### config.mk
export PLATFORM = sky130hd
export DESIGN_NAME = march_bist_ctrl
export DESIGN_NICKNAME = d
export VERILOG_FILES = /design/src/rtl/march_bist_ctrl.sv
export SDC_FILE = /design/constraint.sdc
export NUM_CORES = 1
export LEC_CHECK = 0
export ABC_AREA = 1
export CAP_MARGIN = 20
export CORE_MARGIN = 5
export CORE_UTILIZATION = 55
export CTS_BUF_LIST = sky130_fd_sc_hd__clkbuf_4
export DETAILED_ROUTE_END_ITERATION = 10
export PLACE_DENSITY = 0.82
export SYNTH_ARGS = -nofsm -noshare
export SYNTH_HDL_FRONTEND = slang
export SYNTH_SLANG_ARGS = --single-unit
### constraint.sdc
create_clock -name clk -period 2.7 [get_ports clk]
set_input_delay 0.405 -clock clk [delete_from_list [all_inputs] [get_ports clk]]
set_output_delay 0.405 -clock clk [all_outputs]
set_load 0.01 [all_outputs]
### src/rtl/march_bist_ctrl.sv
// March C- BIST sequencer: drives a single-port RAM through the six March
// elements, checks every read, and reports pass/fail plus first-failure info.
module march_bist_ctrl #(
  parameter int unsigned size   = 6,
  parameter int unsigned length = 8,
  parameter int unsigned errw   = 8
) (
  input  logic              clk,
  input  logic              rst,
  input  logic              start,
  input  logic [length-1:0] bg,
  output logic              mem_cs,
  output logic              mem_rwbar,
  output logic [size-1:0]   mem_addr,
  output logic [length-1:0] mem_wdata,
  input  logic [length-1:0] mem_rdata,
  output logic              busy,
  output logic              done,
  output logic              fail,
  output logic [size-1:0]   fail_addr,
  output logic [2:0]        fail_elem,
  output logic [length-1:0] fail_exp,
  output logic [length-1:0] fail_act,
  output logic [errw-1:0]   err_count
);

  localparam logic [2:0] last_elem = 3'd5;

  typedef enum logic [1:0] {IDLE, RUN, DONE} state_t;

  state_t            state;
  logic [length-1:0] bg_q;
  logic [length-1:0] cur_exp;   // expected data of the op on the bus
  logic [2:0]        elem_q;    // element of the op on the bus
  logic [size-1:0]   addr_q;    // address of the op on the bus
  logic              op_q;      // 0 = first op at this address, 1 = second

  logic              last_op;
  logic              last_addr;
  logic              dir_down;
  logic              run_end;
  logic [2:0]        nxt_elem;
  logic [size-1:0]   nxt_addr;
  logic              nxt_op;
  logic              nxt_rd;
  logic [length-1:0] nxt_data;
  logic              rd_miss;

  // Elements 1..4 are read-then-write; element 0 is write only, element 5 read only.
  function automatic logic op_is_read(input logic [2:0] e, input logic o);
    return (e == last_elem) || ((e != 3'd0) && !o);
  endfunction

  // True when the op's data is D1 (inverted background).
  function automatic logic op_is_inv(input logic [2:0] e, input logic o);
    if (op_is_read(e, o))
      return (e == 3'd2) || (e == 3'd4);
    else
      return (e == 3'd1) || (e == 3'd3);
  endfunction

  function automatic logic elem_down(input logic [2:0] e);
    return (e == 3'd3) || (e == 3'd4);
  endfunction

  // Step from the op on the bus to the next op of the March sequence.
  always_comb begin
    nxt_elem  = elem_q;
    nxt_addr  = addr_q;
    nxt_op    = op_q;
    run_end   = 1'b0;
    dir_down  = elem_down(elem_q);
    last_op   = ((elem_q == 3'd0) || (elem_q == last_elem)) ? 1'b1 : op_q;
    last_addr = dir_down ? (addr_q == '0) : (addr_q == '1);
    if (!last_op) begin
      nxt_op = 1'b1;
    end else if (!last_addr) begin
      nxt_op   = 1'b0;
      nxt_addr = dir_down ? (addr_q - size'(1)) : (addr_q + size'(1));
    end else if (elem_q == last_elem) begin
      run_end = 1'b1;
    end else begin
      nxt_op   = 1'b0;
      nxt_elem = 3'(elem_q + 3'd1);
      nxt_addr = elem_down(nxt_elem) ? '1 : '0;
    end
    nxt_rd   = op_is_read(nxt_elem, nxt_op);
    nxt_data = op_is_inv(nxt_elem, nxt_op) ? ~bg_q : bg_q;
  end

  // Read check for the op ending at this edge.
  always_comb begin
    rd_miss = (state == RUN) && mem_cs && mem_rwbar && (mem_rdata != cur_exp);
  end

  // Control FSM with registered RAM interface and result registers.
  always_ff @(posedge clk or posedge rst) begin
    if (rst) begin
      state     <= IDLE;
      bg_q      <= '0;
      cur_exp   <= '0;
      elem_q    <= '0;
      addr_q    <= '0;
      op_q      <= 1'b0;
      mem_cs    <= 1'b0;
      mem_rwbar <= 1'b1;
      mem_addr  <= '0;
      mem_wdata <= '0;
      busy      <= 1'b0;
      done      <= 1'b0;
      fail      <= 1'b0;
      fail_addr <= '0;
      fail_elem <= '0;
      fail_exp  <= '0;
      fail_act  <= '0;
      err_count <= '0;
    end else begin
      case (state)
        IDLE, DONE: begin
          if (start) begin
            state     <= RUN;
            bg_q      <= bg;
            cur_exp   <= bg;
            elem_q    <= '0;
            addr_q    <= '0;
            op_q      <= 1'b0;
            mem_cs    <= 1'b1;
            mem_rwbar <= 1'b0;
            mem_addr  <= '0;
            mem_wdata <= bg;
            busy      <= 1'b1;
            done      <= 1'b0;
            fail      <= 1'b0;
            fail_addr <= '0;
            fail_elem <= '0;
            fail_exp  <= '0;
            fail_act  <= '0;
            err_count <= '0;
          end
        end
        RUN: begin
          if (rd_miss) begin
            if (err_count != '1)
              err_count <= err_count + errw'(1);
            if (!fail) begin
              fail      <= 1'b1;
              fail_addr <= addr_q;
              fail_elem <= elem_q;
              fail_exp  <= cur_exp;
              fail_act  <= mem_rdata;
            end
          end
          if (run_end) begin
            state     <= DONE;
            mem_cs    <= 1'b0;
            mem_rwbar <= 1'b1;
            mem_addr  <= '0;
            mem_wdata <= '0;
            busy      <= 1'b0;
            done      <= 1'b1;
          end else begin
            elem_q    <= nxt_elem;
            addr_q    <= nxt_addr;
            op_q      <= nxt_op;
            cur_exp   <= nxt_data;
            mem_addr  <= nxt_addr;
            mem_rwbar <= nxt_rd;
            mem_wdata <= nxt_rd ? '0 : nxt_data;
          end
        end
        default: state <= IDLE;
      endcase
    end
  end

endmodule

**Yosys cells after proc, flatten, opt, wreduce, memory -nomap -nowiden**

Cells that the tools add are included.

- Flip-flop bits (word level): 79
- Output and inout port bits: 52
- Memories: 0
- Latch bits: 0
- Memory bits (writable): 0
- Logic and storage cells: 131
- Input port bits: 19
- Bits in read-only memories: 0

- Add/subtract/negate cells: 4
- Order comparisons: 0
- Equality and inequality tests: 21
- Bitwise gates (word level): 1
- Reductions and logical operators: 25
- Mux-type cells: 63
- Multiply operators: 0
- Div/mod/pow operators: 0
- Shift operators: 0

Operators with widths:

| operator | count |
|---|---|
| $mux W8 | 12 |
| $pmux W8 S2 | 5 |
| $mux W6 | 10 |
| $pmux W6 S2 | 3 |
| $mux W3 | 7 |
| $mux W1 | 16 |
| $eq A3 B3 Y1 const B | 5 |
| $eq A3 B2 Y1 const B | 4 |
| $pmux W3 S2 | 2 |
| $ne A2 B2 Y1 const B | 5 |
| $pmux W1 S2 | 5 |
| $reduce_and A3 Y1 | 3 |
| $add A8 B1 Y8 const B | 1 |
| $ne A8 B8 Y1 | 1 |
| $ne A8 B8 Y1 const B | 1 |
| $not A8 Y8 | 1 |
| $reduce_and A4 Y1 | 2 |
| $add A6 B1 Y6 const B | 1 |
| $eq A6 B6 Y1 const B | 1 |
| $logic_not A6 Y1 | 1 |
| $logic_or A1 B1 Y1 | 6 |
| $reduce_and A2 Y1 | 3 |
| $sub A6 B1 Y6 const B | 1 |
| $logic_and A1 B1 Y1 | 4 |
| other kinds (13) | 14 |

**Logic depth before layout (Yosys ltp)**

- Depth in word-level cells: 13
- Gate-level depth with buffers: 19
- Mapped depth without buffers: 19

**Worst setup path before layout**

Ideal clock, no wire load.

- Path kind: reg-to-reg
- Start: reg elem_q[0]
- End: reg addr_q[5]
- Cell stages (with the launch flop): 18
- Data required time: 2581 ps
- Path buffers: 0
- Clock period less this slack: 2346 ps
- Library setup time: 119 ps
- Arrival: 2227 ps
- Setup slack: 354 ps
- Cells stage by stage: dfrtp_1 -> inv_1 -> ha_1 -> inv_1 -> nand2_2 -> nand2_4 -> clkinv_4 -> ha_1 -> a21oi_1 -> o21ai_0 -> nand2_1 -> nand2_1 -> a21oi_1 -> xor2_1 -> o21ai_0 -> nand2_1 -> nand3_1 -> nand2_1

- Longest elaborated chain between the ends: 9
- Elaborated cells between the ends (all ways): 24
- Classes of those cells: 1 x add/sub; 6 x eq/ne; 12 x mux; 5 x reduce/logical

Ends and longest elaborated chain:

| item | line | RTL |
|---|---|---|
| from (decl) | 34 | `logic [2:0] elem_q;` |
| from (signal assigned) | 162 | `elem_q <= nxt_elem;` |
| $add A3 B1 Y3 | 84 | `nxt_elem = 3'(elem_q + 3'd1);` |
| $eq A3 B2 Y1 or $eq A3 B3 Y1 (tied branches) | 63 | `return (e == 3'd3) \|\| (e == 3'd4);` |
| $logic_or A1 B1 Y1 | 63 |  |
| $mux W6 | 85 | `nxt_addr = elem_down(nxt_elem) ? '1 : '0;` |
| $mux W6 | 80 | `end else if (elem_q == last_elem) begin` |
| $mux W6 | 77 | `end else if (!last_addr) begin` |
| $mux W6 | 75 | `if (!last_op) begin` |
| $mux W6 | 153 | `if (run_end) begin` |
| $pmux W6 S2 | 118 | `case (state)` |
| to (signal assigned) | 163 | `addr_q <= nxt_addr;` |
| to (decl) | 35 | `logic [size-1:0] addr_q;` |

Several ways; a longest one is shown, not always the timed one. The select of a mux whose other input is x is not followed.
A chain may end at the register's enable or synchronous reset.

**Worst setup path after layout**

- Start: reg elem_q[1]
- End: reg addr_q[5]

Same word-level chain as after synthesis.

==> flow_metrics.py <==
metrics = {
    "grt": {
        "grt_max_degree": 80,
        "antenna_found_initial": 0,
        "grt_usage": 0.220,
        "overflow": 0,
        "grt_pass1_wl_um": 17200,
        "grt_pass1_vias": 3553,
    },
    "timing": {
        "clock.fmax_ghz": 0.402,
        "rsz0062_at_grt": "no",
        "fin_tns_setup_ps": 0,
        "finalCritPeriodShare": 0.922,
        "clock_skew_ps": 17.7,
        "final-max-slew-violation-count": 0,
        "hold_viol_final": 0,
        "worst_pin_slew_ps": 423,
        "slew_headroom": 0.718,
        "setup_viol": 0,
        "hold_ws_ps": 343,
        "fin_crit_ps": 2490,
    },
    "synth": {
        "synth-edff-count": 0,
        "synth_fa_ha_area_frac": 0.0312,
        "async_flop_share": 1.00,
        "synth_compound_area_frac": 0.0949,
        "synthFlopType": "dfrtp_1",
        "synthXorXnorAreaFrac": 0.0226,
        "synth_area_sq_um": 4260,
        "synthMuxAreaShare": 0,
        "synth_top_family_by_area": "simple AND/OR/NAND/NOR gates",
        "avgSynthCellArea_sq_um": 8.25,
        "synthCells": 516,
        "synthSimpleGateAreaFrac": 0.312,
        "syn_nets": 545,
        "ys_types": 35,
        "ys_seq_elements": 79,
        "ys_seq_area_frac": 0.465,
        "yosys_warnings": 0,
    },
    "setup_path": {
        "worstPathArrival_ps": 2800,
        "crit_type": "flip-flop to flip-flop",
        "reg2reg_depth": 17,
        "crit_required_ps": 3010,
        "cp_max_fo": 6,
        "endpoint_kind": "flip-flop",
        "r2r_setup_slack_ps": 210,
        "startpoint_type": "flip-flop",
    },
    "power_and_ir_drop": {
        "p_int_mw": 3.93,
        "irDropWorstVdd_uv": 705,
        "combPwrFrac": 0.600,
        "seqPwrFrac": 0.291,
        "power_switching_mw": 3.42,
        "p_clk_frac": 0.108,
        "pwr_density_cell_nw_per_um2": 1400,
        "p_leak_nw": 2.58,
        "p_sw_frac": 0.465,
    },
    "die": {
        "dieArea_sq_um": 9600,
        "die_y_um": 98.0,
        "die_w_um": 98.0,
        "initial_utilization": 0.557,
        "row_count": 32,
        "core-area_sq_um": 7650,
        "ios": 71,
    },
    "clock_network": {
        "h-tree-depth": 3,
        "clock_sinks": 79,
        "cts_buffers": 9,
        "cts-root-buf": "clkbuf_4",
        "cts_tree": "built",
        "path_clk_slew_ps": 140,
        "hold_buffers": 0,
        "clk_path_buf_depth": 2,
        "insertion_delay_ps": 430,
    },
    "drt": {
        "dr_total_vias": 3713,
        "drt_pass1_iterations": 4,
        "drtIter0Drc": 234,
        "via_per_inst": 5.31,
        "post_drt_wl_per_cell_um": 14.7,
        "routed_wl_um": 10300,
        "drcViolationCount": 0,
        "ant_nets": 0,
    },
    "layout": {
        "synthToLayoutAreaGrowth_pct": 23.8,
        "final_layout_size_suffix_gt1_frac": 0.149,
        "nets": 621,
        "num_antenna_cells": 0,
        "utilization": 0.689,
        "fin_cells": 699,
        "n_fill_cell": 595,
    },
    "place": {
        "place.detailed.hpwl_um": 7560,
        "placed_cells": 680,
        "portBuffers": 70,
        "gp_congestion": 0.957,
    },
    "min_path": {
        "hold_class": "primary input to asynchronous set/reset pin",
    },
    "status": {
        "status": "completed",
    },
    "flow_run": {
        "maxCapViolCount": 0,
    },
}
## what timing repair did
item                                    CTS  global route
gates resized for setup                   0             2
endpoints found under the hold margin     0             0
endpoints found under the setup margin    0            15
setup buffers                             0             3
## flip-flops by register name (all words and copies together), names as in the netlist, 2 cells and up
name	flops
bg_q	8
cur_exp	8
err_count	8
fail_act	8
fail_exp	8
mem_wdata	8
addr_q	6
fail_addr	6
mem_addr	6
elem_q	3
fail_elem	3
state	2
## metrics by stage
step	worst slack, ps	total power, mW	area [sq um]
floorplan	273	5.03	4260
global route	7.78	7.97	5270
finish	210	7.35	5270
CTS	60.7	7.32	5240
global placement	148	6.33	5080
detailed placement	101	6.50	5080
## synth_stat cells (2+ instances only)
master	number	area share
nand2_1	154	0.14
inv_1	50	0.044
dfrtp_1	78	0.46
nand2_2	18	0.026
nor2_1	21	0.019
clkbuf_1	10	0.0088
nand3_1	38	0.045
o21ai_0	39	0.046
ha_1	9	0.026
nor3_1	2	0.0024
inv_2	3	0.0026
buf_4	4	0.0071
xnor2_1	4	0.0082
buf_1	2	0.0018
a21oi_1	7	0.0082
nand2_4	5	0.013
xor2_1	7	0.014
o31ai_1	16	0.028
nand4_2	2	0.0059
nand4_1	5	0.0073
or2_2	13	0.019
nand3_2	11	0.026
o22ai_1	6	0.0088
## critical path: stages (launching register included)
cell,delay (ps)
dfrtp_1,390
inv_1,110
ha_1,190
inv_1,80
nand2_2,60
nand2_4,120
clkinv_4,100
ha_1,280
a21oi_1,150
o21ai_1,90
nand2_1,80
nand2_1,50
a21oi_1,160
xor2_1,90
o21ai_0,160
nand2_1,80
nand3_1,130
nand2_1,70
## power by group through the flow
| stage | Combinational [mW] | Clock, mW | Sequential (mW) |
|---|---|---|---|
| after CTS | 4.36 | 0.810 | 2.14 |
| after global routing | 4.91 | 0.860 | 2.20 |
| final | 4.41 | 0.796 | 2.14 |
| after floorplan | 2.81 | 0 | 2.23 |
| after detailed placement | 4.34 | 0 | 2.16 |
| after global placement | 4.19 | 0 | 2.14 |
## logic make-up (layout without fill, tap and decap cells)
group | after synthesis | in the layout
AND/OR/NAND/NOR | 273 | 273
flip-flops | 79 | 79
buffers and inverters | 73 | 154
AO/OA/AOI/OAI | 70 | 70
XOR/XNOR | 11 | 11
adder cells (fa/ha/maj) | 10 | 10
## final cells by class
| class | instances | area [sq um] | area share |
|---|---|---|---|
| sequential | 79 | 1980 | 0.376 |
| multi-input combinational | 364 | 1960 | 0.373 |
| tap | 102 | 128 | 0.0242 |
| clock inverter | 6 | 85.1 | 0.0162 |
| timing repair buffer | 83 | 823 | 0.156 |
| clock buffer | 10 | 75.1 | 0.0143 |
| inverter | 55 | 214 | 0.0406 |
## placed cells by master (no fill, tap or decap), types with 2 or more instances in the layout
cell type / count
nand4_1: 5
a21oi_1: 7
xnor2_1: 4
inv_2: 4
nand3_2: 11
nor2_1: 20
nand3_1: 38
xor2_1: 7
ha_1: 9
bufinv_16: 2
buf_12: 2
o31ai_1: 16
clkdlybuf4s50_1: 70
clkbuf_4: 10
inv_1: 49
nand2_2: 18
nor3_1: 2
nand2_1: 154
nand2_4: 5
nand4_2: 2
buf_4: 11
clkinv_4: 2
o21ai_0: 38
or2_2: 13
dfrtp_1: 77
nor2_2: 2
o22ai_1: 6
## layer usage
metal / wire [um] / share of wire / track usage
met1: 4670 / 0.45 / 0.304
met2: 4920 / 0.48 / 0.350
met3: 551 / 0.054 / 0.0393
met4: 142 / 0.014 / 0.0767
met5: 0 / 0 / 0
## final timing paths
kind                             start           end
max in group asynchronous          rst     mem_rwbar
min                                rst  err_count[1]
max reg2reg                  elem_q[1]     addr_q[5]
max                          elem_q[1]     addr_q[5]
min reg2reg                mem_addr[2]   mem_addr[2]
min in group clk           mem_addr[2]   mem_addr[2]
No activity file was read; power rests on OpenSTA's default activity.
